[src/rtl/rx_cmd_fifo_pkg.sv]
// rtl/rx_cmd_fifo_pkg.sv - shared types and constants for the receive command queue
//
// Purpose: output FSM state encoding, the ASCII codes that drive byte
// classification, the error counter ceiling and the classification helpers.
// Ports: none (package).
package rx_cmd_pkg;

  typedef enum logic [1:0] {
    S_IDLE  = 2'd0,
    S_ISSUE = 2'd1,
    S_GAP   = 2'd2
  } state_t;

  localparam logic [7:0] ASCII_0       = 8'h30;
  localparam logic [7:0] ASCII_9       = 8'h39;
  localparam logic [7:0] ASCII_FLUSH_U = 8'h58;
  localparam logic [7:0] ASCII_FLUSH_L = 8'h78;

  localparam logic [7:0] ERR_MAX = 8'hFF;

  function automatic logic is_digit(input logic [7:0] b);
    return (b >= ASCII_0) && (b <= ASCII_9);
  endfunction

  function automatic logic is_flush(input logic [7:0] b);
    return (b == ASCII_FLUSH_U) || (b == ASCII_FLUSH_L);
  endfunction

endpackage

[src/rtl/rx_cmd_fifo_if.sv]
// rtl/rx_cmd_fifo_if.sv - byte input and strobe/status output bundle of rx_cmd_fifo
//
// Purpose: groups the receiver-side strobe and the downstream strobe/status
// signals so the block and its users share one declaration.
// Ports (signals):
//   i_Rcv, i_Ascii        byte strobe and received byte (into the block)
//   o_Enable, o_Dec       digit strobe and value to data_state_machine
//   o_Count/o_Full/o_Empty queue occupancy and flags
//   o_Drop, o_Err_cnt     discard pulse and saturating discard count
// Modports: master drives the inputs (receiver/bench), slave is the block.
interface rx_cmd_fifo_if #(
  parameter int DEPTH = 8
);

  logic                   i_Rcv;
  logic [7:0]             i_Ascii;
  logic                   o_Enable;
  logic [3:0]             o_Dec;
  logic [$clog2(DEPTH):0] o_Count;
  logic                   o_Full;
  logic                   o_Empty;
  logic                   o_Drop;
  logic [7:0]             o_Err_cnt;

  modport master (
    output i_Rcv, i_Ascii,
    input  o_Enable, o_Dec, o_Count, o_Full, o_Empty, o_Drop, o_Err_cnt
  );

  modport slave (
    input  i_Rcv, i_Ascii,
    output o_Enable, o_Dec, o_Count, o_Full, o_Empty, o_Drop, o_Err_cnt
  );

endinterface

[src/rtl/rx_cmd_fifo_sync_fifo_4b.sv]
// rtl/rx_cmd_fifo_sync_fifo_4b.sv - DEPTH-entry 4-bit synchronous FIFO with flush
//
// Purpose: generic nibble queue; also intended for a later TX status queue.
// Ports:
//   clk, rst      clock, synchronous active-high reset
//   push, wdata   write request and data; accepted when not full or when a
//                 pop happens in the same cycle
//   pop, rdata    read request and head-of-queue data (combinational)
//   flush         clears the queue; overrides push and pop
//   count         occupancy, full = count==DEPTH, empty = count==0
module sync_fifo_4b #(
  parameter int DEPTH = 8
) (
  input  logic                   clk,
  input  logic                   rst,
  input  logic                   push,
  input  logic                   pop,
  input  logic                   flush,
  input  logic [3:0]             wdata,
  output logic [3:0]             rdata,
  output logic [$clog2(DEPTH):0] count,
  output logic                   full,
  output logic                   empty
);

  localparam int AW = $clog2(DEPTH);
  localparam int CW = AW + 1;

  logic [3:0]    mem [DEPTH];
  logic [AW-1:0] wr_ptr;
  logic [AW-1:0] rd_ptr;
  logic          wr_en;
  logic          rd_en;

  assign empty = (count == '0);
  assign full  = (count == CW'(DEPTH));
  assign rdata = mem[rd_ptr];

  // A full queue can still take a write when the head leaves in the same cycle.
  assign rd_en = pop && !empty && !flush;
  assign wr_en = push && (!full || rd_en) && !flush;

  always_ff @(posedge clk) begin
    if (rst || flush) begin
      wr_ptr <= '0;
      rd_ptr <= '0;
      count  <= '0;
    end else begin
      if (wr_en) wr_ptr <= wr_ptr + 1'b1;
      if (rd_en) rd_ptr <= rd_ptr + 1'b1;
      case ({wr_en, rd_en})
        2'b10:   count <= count + CW'(1);
        2'b01:   count <= count - CW'(1);
        default: count <= count;
      endcase
    end
  end

  always_ff @(posedge clk) begin
    if (wr_en) mem[wr_ptr] <= wdata;
  end

endmodule

[src/rtl/rx_cmd_fifo.sv]
// rtl/rx_cmd_fifo.sv - filters received ASCII into a digit queue and replays it as spaced strobes
//
// Purpose: digits are queued, 'X'/'x' flushes the queue, any other byte (or a
// digit arriving at a full queue with no pop) is dropped and counted. Queued
// digits leave as one-cycle o_Enable strobes at least GAP+2 cycles apart.
// Ports:
//   i_Clk, i_Rst  clock, synchronous active-high reset
//   bus           rx_cmd_fifo_if slave: i_Rcv/i_Ascii in; o_Enable, o_Dec,
//                 o_Count, o_Full, o_Empty, o_Drop, o_Err_cnt out
module rx_cmd_fifo
  import rx_cmd_pkg::*;
#(
  parameter int DEPTH = 8,
  parameter int GAP   = 4
) (
  input  logic         i_Clk,
  input  logic         i_Rst,
  rx_cmd_fifo_if.slave bus
);

  // Counter only ever holds GAP-1 down to 0.
  localparam int GW = (GAP > 1) ? $clog2(GAP) : 1;

  state_t        state;
  state_t        next_state;
  logic [GW-1:0] gap_cnt;
  logic [GW-1:0] next_gap_cnt;
  logic          enable;

  logic          rcv_digit;
  logic          rcv_flush;
  logic          pop;
  logic          push;
  logic          drop;
  logic [3:0]    head;

  assign rcv_digit = bus.i_Rcv && is_digit(bus.i_Ascii);
  assign rcv_flush = bus.i_Rcv && is_flush(bus.i_Ascii);

  // Digits 0x30..0x39 carry their value in the low nibble.
  assign push = rcv_digit && (!bus.o_Full || pop);
  assign drop = bus.i_Rcv && !rcv_flush && !push;

  sync_fifo_4b #(
    .DEPTH(DEPTH)
  ) u_fifo (
    .clk  (i_Clk),
    .rst  (i_Rst),
    .push (push),
    .pop  (pop),
    .flush(rcv_flush),
    .wdata(bus.i_Ascii[3:0]),
    .rdata(head),
    .count(bus.o_Count),
    .full (bus.o_Full),
    .empty(bus.o_Empty)
  );

  always_comb begin
    next_state   = state;
    next_gap_cnt = gap_cnt;
    pop          = 1'b0;
    enable       = 1'b0;
    case (state)
      S_IDLE: begin
        if (!bus.o_Empty && !rcv_flush) begin
          pop        = 1'b1;
          next_state = S_ISSUE;
        end
      end
      S_ISSUE: begin
        enable = 1'b1;
        if (GAP > 0) begin
          next_state   = S_GAP;
          next_gap_cnt = GW'(GAP - 1);
        end else begin
          next_state = S_IDLE;
        end
      end
      S_GAP: begin
        if (gap_cnt == '0) next_state = S_IDLE;
        else               next_gap_cnt = gap_cnt - 1'b1;
      end
      default: next_state = S_IDLE;
    endcase
    // A flush abandons any pending gap, but a strobe already on the wire finishes.
    if (rcv_flush && state != S_ISSUE) next_state = S_IDLE;
  end

  assign bus.o_Enable = enable;

  always_ff @(posedge i_Clk) begin
    if (i_Rst) begin
      state         <= S_IDLE;
      gap_cnt       <= '0;
      bus.o_Dec     <= '0;
      bus.o_Drop    <= 1'b0;
      bus.o_Err_cnt <= '0;
    end else begin
      state      <= next_state;
      gap_cnt    <= next_gap_cnt;
      bus.o_Drop <= drop;
      if (pop) bus.o_Dec <= head;
      if (drop && bus.o_Err_cnt != ERR_MAX) bus.o_Err_cnt <= bus.o_Err_cnt + 8'd1;
    end
  end

endmodule

[src/flat_wrapper.sv]
// flat-port wrapper written by rule: the top's interface ports become plain ports
module rx_cmd_fifo_flat import rx_cmd_pkg::*;
#(
  parameter int DEPTH = 8,
  parameter int GAP   = 4
)
  (i_Clk, i_Rst, bus_i_Rcv, bus_i_Ascii, bus_o_Enable, bus_o_Dec, bus_o_Count, bus_o_Full, bus_o_Empty, bus_o_Drop, bus_o_Err_cnt);
  rx_cmd_fifo_if #(.DEPTH(DEPTH)) bus_i ();
  input  logic i_Clk;
  input  logic i_Rst;
  input wire logic [$bits(bus_i.i_Rcv)-1:0] bus_i_Rcv;
  input wire logic [$bits(bus_i.i_Ascii)-1:0] bus_i_Ascii;
  output wire logic [$bits(bus_i.o_Enable)-1:0] bus_o_Enable;
  output wire logic [$bits(bus_i.o_Dec)-1:0] bus_o_Dec;
  output wire logic [$bits(bus_i.o_Count)-1:0] bus_o_Count;
  output wire logic [$bits(bus_i.o_Full)-1:0] bus_o_Full;
  output wire logic [$bits(bus_i.o_Empty)-1:0] bus_o_Empty;
  output wire logic [$bits(bus_i.o_Drop)-1:0] bus_o_Drop;
  output wire logic [$bits(bus_i.o_Err_cnt)-1:0] bus_o_Err_cnt;
  assign bus_i.i_Rcv = bus_i_Rcv;
  assign bus_i.i_Ascii = bus_i_Ascii;
  assign bus_o_Enable = bus_i.o_Enable;
  assign bus_o_Dec = bus_i.o_Dec;
  assign bus_o_Count = bus_i.o_Count;
  assign bus_o_Full = bus_i.o_Full;
  assign bus_o_Empty = bus_i.o_Empty;
  assign bus_o_Drop = bus_i.o_Drop;
  assign bus_o_Err_cnt = bus_i.o_Err_cnt;
  rx_cmd_fifo #(.DEPTH(DEPTH), .GAP(GAP)) u_core (.i_Clk(i_Clk), .i_Rst(i_Rst), .bus(bus_i));
endmodule
[config.mk]
export PLATFORM = sky130hd
export DESIGN_NAME = rx_cmd_fifo_flat
export DESIGN_NICKNAME = d
export VERILOG_FILES = /design/src/rtl/rx_cmd_fifo_pkg.sv /design/src/rtl/rx_cmd_fifo_if.sv /design/src/rtl/rx_cmd_fifo_sync_fifo_4b.sv /design/src/rtl/rx_cmd_fifo.sv /design/src/flat_wrapper.sv
export SDC_FILE = /design/constraint.sdc
export NUM_CORES = 1
export LEC_CHECK = 0
export BUFFER_PORTS_ARGS = -buffer_cell sky130_fd_sc_hd__buf_4
export CAP_MARGIN = 5
export CORE_MARGIN = 2
export CORE_UTILIZATION = 50
export DETAILED_ROUTE_END_ITERATION = 12
export PLACE_DENSITY = 0.7
export SYNTH_ARGS = -nofsm -noshare
export SYNTH_HDL_FRONTEND = slang
export SYNTH_HIERARCHICAL = 1
export SYNTH_SLANG_ARGS = --single-unit
[constraint.sdc]
create_clock -name i_Clk -period 3.5 [get_ports i_Clk]
set_input_delay 0.7 -clock i_Clk [delete_from_list [all_inputs] [get_ports i_Clk]]
set_output_delay 0.7 -clock i_Clk [all_outputs]
set_load 0.02 [all_outputs]
==> reports/results.tsv, run 1 <==
stage	metric	value	unit
yosys	netlist_instances	226	
placed_design	dp_cells	330	
yosys	ys_types	48	
floorplanning	rows	27	
sta	setup_viol	0	
yosys	synth.net_count	244	
clocking	clk_latency	330	ps
yosys	avgSynthCellArea	12.3	µm²
clocking	cts_resized	0	
layout	final_cells	346	
sta	fin_crit	3140	ps
placed_design	gp_congestion	0.803	
hold_path	hold_depth	2	
floorplanning	die_area	0.00615	mm²
global_route	gr-total-overflow	0	
yosys	ys_ff_latch	62	
layout	mostFrequentLayoutCells	buf_4 (38), edfxtp_1 (32), dfxtp_1 (30)	
sta	rsz0062_at_grt	false	
global_route	track_usage	19.3	%
floorplanning	start_util	51.0	%
critical_path	endpoint_kind	flop	
detailed_routing	avgRoutedWirePerCell	15.5	µm
sta	relSlewSlack	31.2	%
critical_path	rr_worst_depth	14	
critical_path	cp_slowest_cell	dfxtp_1	
clocking	cts_made_buffers	9	
critical_path	required	3770	ps
detailed_routing	dr.first_iter.drc_count	89	
clocking	cts_setup_buffers	0	
layout	final_cell_area	0.00336	mm²
sta	max_freq	318	MHz
power_and_ir_drop	share_seq_of_total_power	46.9	%
global_route	grt_max_degree	18	
sta	skew	8.43	ps
floorplanning	ios	31	
yosys	synthArstFlopShare	0	%
critical_path	path_class	flop to flop	
clocking	cts_root_buffer	clkbuf_8	
critical_path	arrival	3410	ps
critical_path	critPathMaxStageDelay	440	ps
sta	drv_slew	0	
critical_path	crit_cells	14	
clocking	clock_path_buffers	2	
clocking	clk_pin_slew	70	ps
clocking	cts_hold_buf	0	
global_route	grt_pass1_wl	8.97	mm
yosys	synth_warnings	6	
floorplanning	die_w	78.5	µm
detailed_routing	drt-total-wl	5.37	mm
power_and_ir_drop	vdd_ir_drop_max	0.313	mV
power_and_ir_drop	comb_power_share	3.4	%
detailed_routing	drcViolationCount	0	
floorplanning	die-height	78.5	µm
detailed_routing	ant_nets	0	
placed_design	placed_cell_area	0.00310	mm²
clocking	h-tree-depth	3	
power_and_ir_drop	p_int	1.34	mW
floorplanning	fp.coreArea	0.00544	mm²
power_and_ir_drop	clock_power_share	49.7	%
detailed_routing	dr_total_vias	1887	
clocking	cts_tree	built	
critical_path	cp_cell_sequence	nor4_1 > nor3_1 > o21ai_4 > buf_4 > a21oi_2 > o21ai_4 > or2_2 > ha_1 > xor2_1 > ha_1 > a21oi_1 > xor2_1 > or3_1 > a21oi_1	
flow_run	cap_violations	0	
layout	area_growth_syn_to_layout	21.4	%
placed_design	io_buffer_count	30	
critical_path	path_buf_inv	1	
critical_path	crit_path_start_kind	flop	
layout	drive_gt1_share	28.8	%
layout	final_common_cell	buf_4	
power_and_ir_drop	finalPower	1.64	mW
power_and_ir_drop	swShare	18.7	%
layout	fin_nets	287	
yosys	synth-seq-area-share	56.3	%
sta	tns	0	ps
sta	worstMarginPinSlew	1020	ps
yosys	ys.flop_type	edfxtp_1	
global_route	grt_pass1_vias	1825	
global_route	antenna_found_initial	0	
sta	finalHoldViolCount	0	
layout	antennaDiodeCount	0	
critical_path	crit_family	simple AND/OR/NAND/NOR gates	
detailed_routing	viasPerCell	5.45	
yosys	netlist_area	0.00277	mm²
power_and_ir_drop	power_leakage	1.22	nW
critical_path	path_max_fanout	6	
layout	fin_util	61.9	%
sta	period_share	89.8	%
placed_design	hpwlAfterDp	3.92	mm
hold_path	hp-class	flop to flop	
power_and_ir_drop	power_switching	0.308	mW
detailed_routing	drt_first_pass_iters	4	
yosys	synth_edf_count	32	
status	outcome	finished clean	
layout	nFillCells	444	
clocking	clock_sinks	62	
power_and_ir_drop	powerDensity	489	mW/mm²
## synthesized netlist by cell type (2+ instances only)
master	n	area, µm²
o211ai_1	2	15.0
or3_1	4	25.0
nand3_1	5	25.0
nand3b_1	2	15.0
nor2b_1	2	12.5
nand2b_1	2	12.5
or4_1	3	22.5
mux4_2	8	180
edfxtp_1	32	961
clkbuf_1	2	7.51
o221a_2	3	33.8
mux2_2	5	56.3
dfxtp_1	30	601
o31ai_1	4	30.0
o21ai_0	7	35.0
nor2_1	24	90.1
nand2_1	17	63.8
buf_6	2	22.5
inv_1	8	30.0
ha_1	7	87.6
or4b_4	2	27.5
nand4b_1	2	17.5
xor2_1	6	52.6
nor4_1	3	18.8
o21ai_4	2	32.5
or2_2	3	18.8
a21oi_1	12	60.1
nor4b_1	2	17.5
mux2i_1	2	20.0
nor3_1	5	25.0
## metrics by stage
stage / worst slack (ps) / hold slack (ps)
6_report: 355 / 463
3_5_place_dp: 189 / 452
2_1_floorplan: 142 / 490
3_3_place_gp: 248 / 451
5_1_grt: 155 / 488
4_1_cts: 403 / 463
## final cells by class
class | instances | area [µm²] | area share [%]
clock buffers | 10 | 128 | 3.79
clock inverters | 6 | 134 | 3.98
inverters | 8 | 30.0 | 0.893
multi-input cells | 150 | 1140 | 33.8
flip-flops and latches | 62 | 1560 | 46.4
well taps | 72 | 90.1 | 2.68
repair buffers | 38 | 285 | 8.48
## tightest hold or removal path, delay by kind of cell (launching register included)
kind / cells / cell delay [ps]
AND/OR/NAND/NOR: 1 / 50
AO/OA/AOI/OAI: 1 / 50
flip-flops: 1 / 310
## final timing paths
kind / startpoint / end / slack [ps]
worst max-delay path: u_core/u_fifo/count[3]$_SDFFE_PP0P_ / u_core/u_fifo/count[2]$_SDFFE_PP0P_ / 360
worst min-delay path: u_core/bus.o_Dec[3]$_SDFFE_PP0P_ / u_core/bus.o_Dec[3]$_SDFFE_PP0P_ / 460
worst max register to register: u_core/u_fifo/count[3]$_SDFFE_PP0P_ / u_core/u_fifo/count[2]$_SDFFE_PP0P_ / 360
worst min register to register: u_core/bus.o_Dec[3]$_SDFFE_PP0P_ / u_core/bus.o_Dec[3]$_SDFFE_PP0P_ / 460
## power by group through the flow
| stage | combinational, mW | clock [mW] | sequential, mW |
|---|---|---|---|
| 4_1_cts | 0.0555 | 0.832 | 0.771 |
| 2_1_floorplan | 0.0232 | 0 | 0.791 |
| 3_5_place_dp | 0.0554 | 0 | 0.787 |
| 5_1_grt | 0.0616 | 0.863 | 0.771 |
| 6_report | 0.0552 | 0.818 | 0.771 |
| 3_3_place_gp | 0.0548 | 0 | 0.787 |
## sequential cells by signal, indices dropped and copies added, names as in the netlist, named ones only
name	flops
u_core/bus.o_Err_cnt	8
u_core/u_fifo/rd_ptr	3
u_core/state	2
u_core/bus.o_Dec	4
u_core/bus.o_Drop	1
u_core/u_fifo/mem	32
u_core/gap_cnt	2
u_core/u_fifo/count	4
u_core/u_fifo/wr_ptr	3
## cells by family (layout without fill, tap and decap cells)
| kind of cell | after synthesis | in the layout | synth area share [%] |
|---|---|---|---|
| DFF | 62 | 62 | 56.3 |
| muxes | 15 | 15 | 9.25 |
| AOI/OAI and AO/OA | 38 | 38 | 10.2 |
| adders and majority gates | 7 | 7 | 3.16 |
| xor gates and xnor gates | 7 | 7 | 2.21 |
| and+or+nand+nor | 83 | 83 | 16.2 |
| buffers and inverters | 14 | 62 | 2.66 |
## routing by layer
| layer | global-route usage, % | routed length [µm] | vias to the layer above |
|---|---|---|---|
| li1 | - | - | 943 |
| met1 | 26.5 | 2490 | 899 |
| met2 | 29.2 | 2580 | 38 |
| met3 | 5.63 | 233 | 7 |
| met4 | 7.19 | 59 | 0 |
| met5 | 0 | 0 | - |
No activity file was read; power rests on OpenSTA's default activity.
==> run 2: changes to the inputs <==
- CELL_PAD_IN_SITES_DETAIL_PLACEMENT: unset -> 1
- CELL_PAD_IN_SITES_GLOBAL_PLACEMENT: unset -> 2
- CORE_ASPECT_RATIO: unset -> 1.1
- CORE_UTILIZATION: 50 -> 39
- PLACE_DENSITY: 0.7 -> unset
- PLACE_DENSITY_LB_ADDON: unset -> 0.1
==> run 2 against run 1 <==
Effect of this change:
- clock power fell by 26%
- worst setup slack improved by 13 ps
- first-iteration DRC count fell by 17%
- die area rose by 27%
- critical path depth fell by 1
- combinational power rose by 2%
- wire length rose by 15%
- utilization fell by 14 points
- sequential share of layout area rose by 0.68 points
- sequential power barely moved
- clock skew barely moved
- global-route usage fell by 2.4 points
- largest power group is now sequential cells
- highest routed layer unchanged
==> reports/results.tsv, run 2 (synthesis gave the netlist of run 1 again) <==
stage	metric	value	unit
status	outcome	finished clean	
global_route	antenna_found_initial	0	
detailed_routing	dr.first_iter.drc_count	74	
critical_path	path_class	input pin to flop	
clocking	clk_pin_slew	70	ps
critical_path	required	3770	ps
detailed_routing	avgRoutedWirePerCell	17.2	µm
layout	final_cell_area	0.00332	mm²
sta	relSlewSlack	26.5	%
power_and_ir_drop	vdd_ir_drop_max	0.204	mV
critical_path	path_max_fanout	10	
layout	nFillCells	775	
critical_path	crit_family	simple AND/OR/NAND/NOR gates	
detailed_routing	drt_first_pass_iters	4	
floorplanning	die_w	84.4	µm
sta	fin_crit	3130	ps
floorplanning	start_util	39.8	%
hold_path	hp-class	flop to flop	
placed_design	io_buffer_count	30	
layout	drive_gt1_share	29.1	%
layout	largest_registers	u_core/u_fifo/mem: 32 flops, u_core/bus.o_Err_cnt: 8 flops	
critical_path	cp_slowest_cell	or4b_4	
detailed_routing	dr_total_vias	1904	
hold_path	hold_depth	2	
critical_path	crit_cells	13	
layout	top_register	u_core/u_fifo/mem	
critical_path	endpoint_kind	flop	
layout	largest_reg_flops	32	
critical_path	critPathMaxStageDelay	580	ps
placed_design	placed_cell_area	0.00313	mm²
clocking	clk_latency	340	ps
layout	area_growth_syn_to_layout	19.6	%
sta	drv_slew	0	
detailed_routing	drcViolationCount	0	
global_route	grt_max_degree	18	
critical_path	cp_cell_sequence	buf_4 > or4b_4 > o21ai_4 > inv_1 > o41ai_2 > nor2_1 > ha_1 > xor2_1 > ha_1 > a21oi_1 > xor2_1 > or3_1 > a21oi_1	
detailed_routing	ant_nets	0	
layout	fin_nets	288	
placed_design	gp_congestion	0.686	
sta	period_share	89.5	%
power_and_ir_drop	powerDensity	432	mW/mm²
clocking	cts_root_buffer	clkbuf_8	
layout	mostFrequentLayoutCells	buf_4 (39), edfxtp_1 (32), dfxtp_1 (30)	
global_route	grt_pass1_vias	1988	
critical_path	arrival	3400	ps
placed_design	hpwlAfterDp	4.55	mm
floorplanning	fp.coreArea	0.00697	mm²
clocking	clock_sinks	62	
clocking	cts_made_buffers	9	
global_route	track_usage	17.0	%
sta	setup_viol	0	
clocking	clock_path_buffers	2	
global_route	grt_pass1_wl	10.1	mm
sta	skew	8.09	ps
layout	final_common_cell	buf_4	
detailed_routing	viasPerCell	5.29	
clocking	cts_tree	built	
floorplanning	rows	32	
clocking	cts_resized	0	
sta	max_freq	319	MHz
sta	rsz0062_at_grt	false	
clocking	cts_setup_buffers	0	
power_and_ir_drop	power_leakage	1.19	nW
clocking	cts_hold_buf	0	
detailed_routing	drt-total-wl	6.18	mm
critical_path	crit_path_start_kind	input pin	
critical_path	path_buf_inv	2	
global_route	gr-total-overflow	0	
floorplanning	die_area	0.00780	mm²
sta	tns	0	ps
floorplanning	die-height	92.4	µm
flow_run	cap_violations	0	
layout	antennaDiodeCount	0	
sta	finalHoldViolCount	0	
clocking	h-tree-depth	3	
floorplanning	ios	31	
sta	worstMarginPinSlew	1090	ps
critical_path	rr_worst_depth	14	
run 2: cell types whose count changed in the layout (fill, tap and decap cells not counted), sizes merged:
cell,previous run,this run
buf,38,39
bufinv,4,1
clkbuf,10,9
clkinv,2,5
clkinvlp,0,1
run 2: cell type report:
type                       count  area, µm²  area share [%]
multi-input combinational    150       1140            34.3
sequential                    62       1560            47.1
tap                           85        106            3.21
timing repair buffer          39        293            8.83
inverter                       8       30.0           0.906
clock buffer                   9        124            3.74
clock inverter                 7       65.1            1.96
run 2: final timing paths:
check                                       from                                   to  slack, ps
max                               bus_i_Ascii[1]  u_core/u_fifo/count[2]$_SDFFE_PP0P_        370
min             u_core/bus.o_Dec[2]$_SDFFE_PP0P_     u_core/bus.o_Dec[2]$_SDFFE_PP0P_        460
max reg2reg  u_core/u_fifo/count[3]$_SDFFE_PP0P_  u_core/u_fifo/count[2]$_SDFFE_PP0P_        560
min reg2reg     u_core/bus.o_Dec[2]$_SDFFE_PP0P_     u_core/bus.o_Dec[2]$_SDFFE_PP0P_        460
run 2: through the flow:
step                setup WS, ps  hold slack (ps)  total power [mW]  std cells  util, %
floorplan                    142              490             0.814        226        -
global placement             131              447             0.843        344     44.9
detailed placement          33.2              451             0.845        344     44.9
CTS                          383              463              1.45        360     47.6
global route                 167              504              1.49        360     47.6
finish                       368              458              1.43        360     47.6
run 2: report_power, final:
part | internal [mW] | switching (mW) | total, mW
sequential | 0.767 | 0.00401 | 0.771
combinational | 0.0235 | 0.0329 | 0.0563
clock | 0.323 | 0.282 | 0.605
total | 1.11 | 0.319 | 1.43
run 2: per-layer routing:
metal  vias to the layer above  global-route usage (%)  routed length, µm
li1                        942                       -                  -
met1                       929                    20.6               2740
met5                         -                       0                  0
met3                         5                    5.08                213
met4                         0                    5.16                 74
met2                        28                    29.2               3150
run 2: worst register-to-register path: stages (launching register included):
cell and delay (ps):
dfxtp_1 360, nor4_1 450, nor3_1 80, buf_4 160, o21ai_4 90, inv_1 140
o41ai_2 120, nor2_1 120, ha_1 270, xor2_1 170, ha_1 190, a21oi_1 150
xor2_1 90, or3_1 310, a21oi_1 150
==> run 3: changes to the inputs <==
- PLACE_DENSITY_LB_ADDON: 0.1 -> 0.05
==> run 3 against run 2 <==
Effect of this change:
- register-to-register slack worse by 80 ps
- clock skew rose by 6.3 ps
- total power is 1.1% higher
- non-clock buffer count up 3
- final area grew 0.72%
- clock power up 2%
- utilization rose by 0.34 points
- hold slack better by 4.0 ps
- cell count rose by 0.83%
- via count is 1.9% higher
- fmax grew 3.8%
- critical endpoint unchanged
- highest routed layer unchanged
==> reports/results.tsv, run 3 (synthesis gave the netlist of run 1 again) <==
stage	metric	value	unit
clocking	clock_sinks	62	
sta	period_share	86.2	%
global_route	grt_pass1_vias	2058	
detailed_routing	viasPerCell	5.35	
layout	mostFrequentLayoutCells	buf_4 (42), edfxtp_1 (32), dfxtp_1 (30)	
critical_path	path_max_fanout	6	
critical_path	cp_cell_sequence	nor4_1 > nor3_1 > buf_4 > o21ai_4 > buf_4 > a21oi_2 > o21ai_4 > or2_2 > ha_1 > xor2_1 > ha_1 > a21oi_1 > xor2_1 > or3_1 > a21oi_1	
sta	fin_crit	3020	ps
critical_path	critPathMaxStageDelay	450	ps
detailed_routing	drcViolationCount	0	
clocking	clock_path_buffers	2	
clocking	clk_pin_slew	80	ps
layout	final_common_cell	buf_4	
sta	tns	0	ps
layout	antennaDiodeCount	0	
hold_path	hold_depth	2	
floorplanning	die_area	0.00780	mm²
power_and_ir_drop	vdd_ir_drop_max	0.289	mV
floorplanning	die-height	92.4	µm
flow_run	cap_violations	0	
hold_path	hp-class	flop to flop	
floorplanning	rows	32	
sta	relSlewSlack	15.4	%
power_and_ir_drop	powerDensity	433	mW/mm²
critical_path	path_class	flop to flop	
sta	finalHoldViolCount	0	
clocking	h-tree-depth	3	
sta	drv_slew	0	
clocking	cts_tree	built	
power_and_ir_drop	power_leakage	1.21	nW
sta	rsz0062_at_grt	false	
floorplanning	start_util	39.8	%
placed_design	gp_congestion	0.721	
detailed_routing	dr_total_vias	1941	
placed_design	hpwlAfterDp	4.66	mm
layout	drive_gt1_share	29.9	%
detailed_routing	dr.first_iter.drc_count	64	
sta	max_freq	331	MHz
critical_path	crit_path_start_kind	flop	
layout	top_register	u_core/u_fifo/mem	
floorplanning	fp.coreArea	0.00697	mm²
critical_path	endpoint_kind	flop	
sta	setup_viol	0	
layout	area_growth_syn_to_layout	20.5	%
floorplanning	die_w	84.4	µm
detailed_routing	avgRoutedWirePerCell	17.8	µm
clocking	cts_made_buffers	9	
sta	skew	14.4	ps
detailed_routing	drt-total-wl	6.46	mm
critical_path	required	3780	ps
status	outcome	finished clean	
clocking	cts_hold_buf	0	
critical_path	cp_slowest_cell	dfxtp_1	
clocking	cts_setup_buffers	0	
global_route	track_usage	17.7	%
clocking	clk_latency	350	ps
sta	worstMarginPinSlew	1250	ps
global_route	grt_pass1_wl	10.5	mm
placed_design	io_buffer_count	30	
global_route	gr-total-overflow	0	
global_route	grt_max_degree	18	
clocking	cts_root_buffer	clkbuf_8	
layout	largest_registers	u_core/u_fifo/mem: 32 flops, u_core/bus.o_Err_cnt: 8 flops	
global_route	antenna_found_initial	0	
power_and_ir_drop	finalPower	1.45	mW
floorplanning	ios	31	
critical_path	rr_worst_depth	15	
detailed_routing	drt_first_pass_iters	4	
detailed_routing	ant_nets	0	
layout	largest_reg_flops	32	
layout	fin_nets	291	
clocking	cts_resized	0	
critical_path	arrival	3300	ps
-- run 3: changes by cell type in the layout (fill, tap and decap cells not counted), sizes merged --
| cell | before | now |
|---|---|---|
| buf | 39 | 42 |
| clkinv | 5 | 3 |
| clkbuf | 9 | 10 |
| inv | 8 | 9 |
-- run 3: per-stage QoR --
stage / instances / hold slack (ps) / util, % / cell area, µm² / setup slack (ps)
floorplan: 226 / 490 / - / 2770 / 142
global placement: 347 / 456 / 45.2 / 3150 / 239
CTS: 363 / 466 / 47.9 / 3340 / 428
global route: 363 / 492 / 47.9 / 3340 / 206
finish: 363 / 462 / 47.9 / 3340 / 482
detailed placement: 347 / 456 / 45.2 / 3150 / 169
-- run 3: final timing paths --
path                                             from  slack [ps]                                   to
setup / recovery  u_core/u_fifo/count[3]$_SDFFE_PP0P_         480  u_core/u_fifo/count[2]$_SDFFE_PP0P_
hold / removal       u_core/bus.o_Dec[2]$_SDFFE_PP0P_         460     u_core/bus.o_Dec[2]$_SDFFE_PP0P_
setup reg to reg  u_core/u_fifo/count[3]$_SDFFE_PP0P_         480  u_core/u_fifo/count[2]$_SDFFE_PP0P_
hold reg to reg      u_core/bus.o_Dec[2]$_SDFFE_PP0P_         460     u_core/bus.o_Dec[2]$_SDFFE_PP0P_
-- run 3: area by class of cell --
class | instances | area, µm²
Inverter | 8 | 30.0
Fill cell | 757 | 3630
Tap cell | 85 | 106
Multi-Input combinational cell | 150 | 1140
Clock inverter | 6 | 62.6
Timing Repair Buffer | 42 | 315
Clock buffer | 10 | 128
Sequential cell | 62 | 1560
-- run 3: metal layers --
metal | track usage [%] | routed length [µm] | up-vias
met5 | 0 | 0 | -
met4 | 7.80 | 83 | 0
met3 | 4.10 | 183 | 8
met2 | 29.6 | 3300 | 29
met1 | 21.7 | 2890 | 957
li1 | - | - | 947
-- run 3: critical path, delay by kind of cell, from the launching register on --
kind | cells | cell delay [ps]
DFF | 1 | 450
AOI/OAI and AO/OA | 5 | 640
and+or+nand+nor | 4 | 900
buffers and inverters | 2 | 310
adders and majority gates | 2 | 410
xor gates and xnor gates | 2 | 250
-- run 3: report_power, final --
group          switching (mW)  internal [mW]  total (mW)
clock network           0.292          0.328       0.620
logic                  0.0336         0.0235      0.0571
registers             0.00391          0.767       0.771
total                   0.329           1.12        1.45
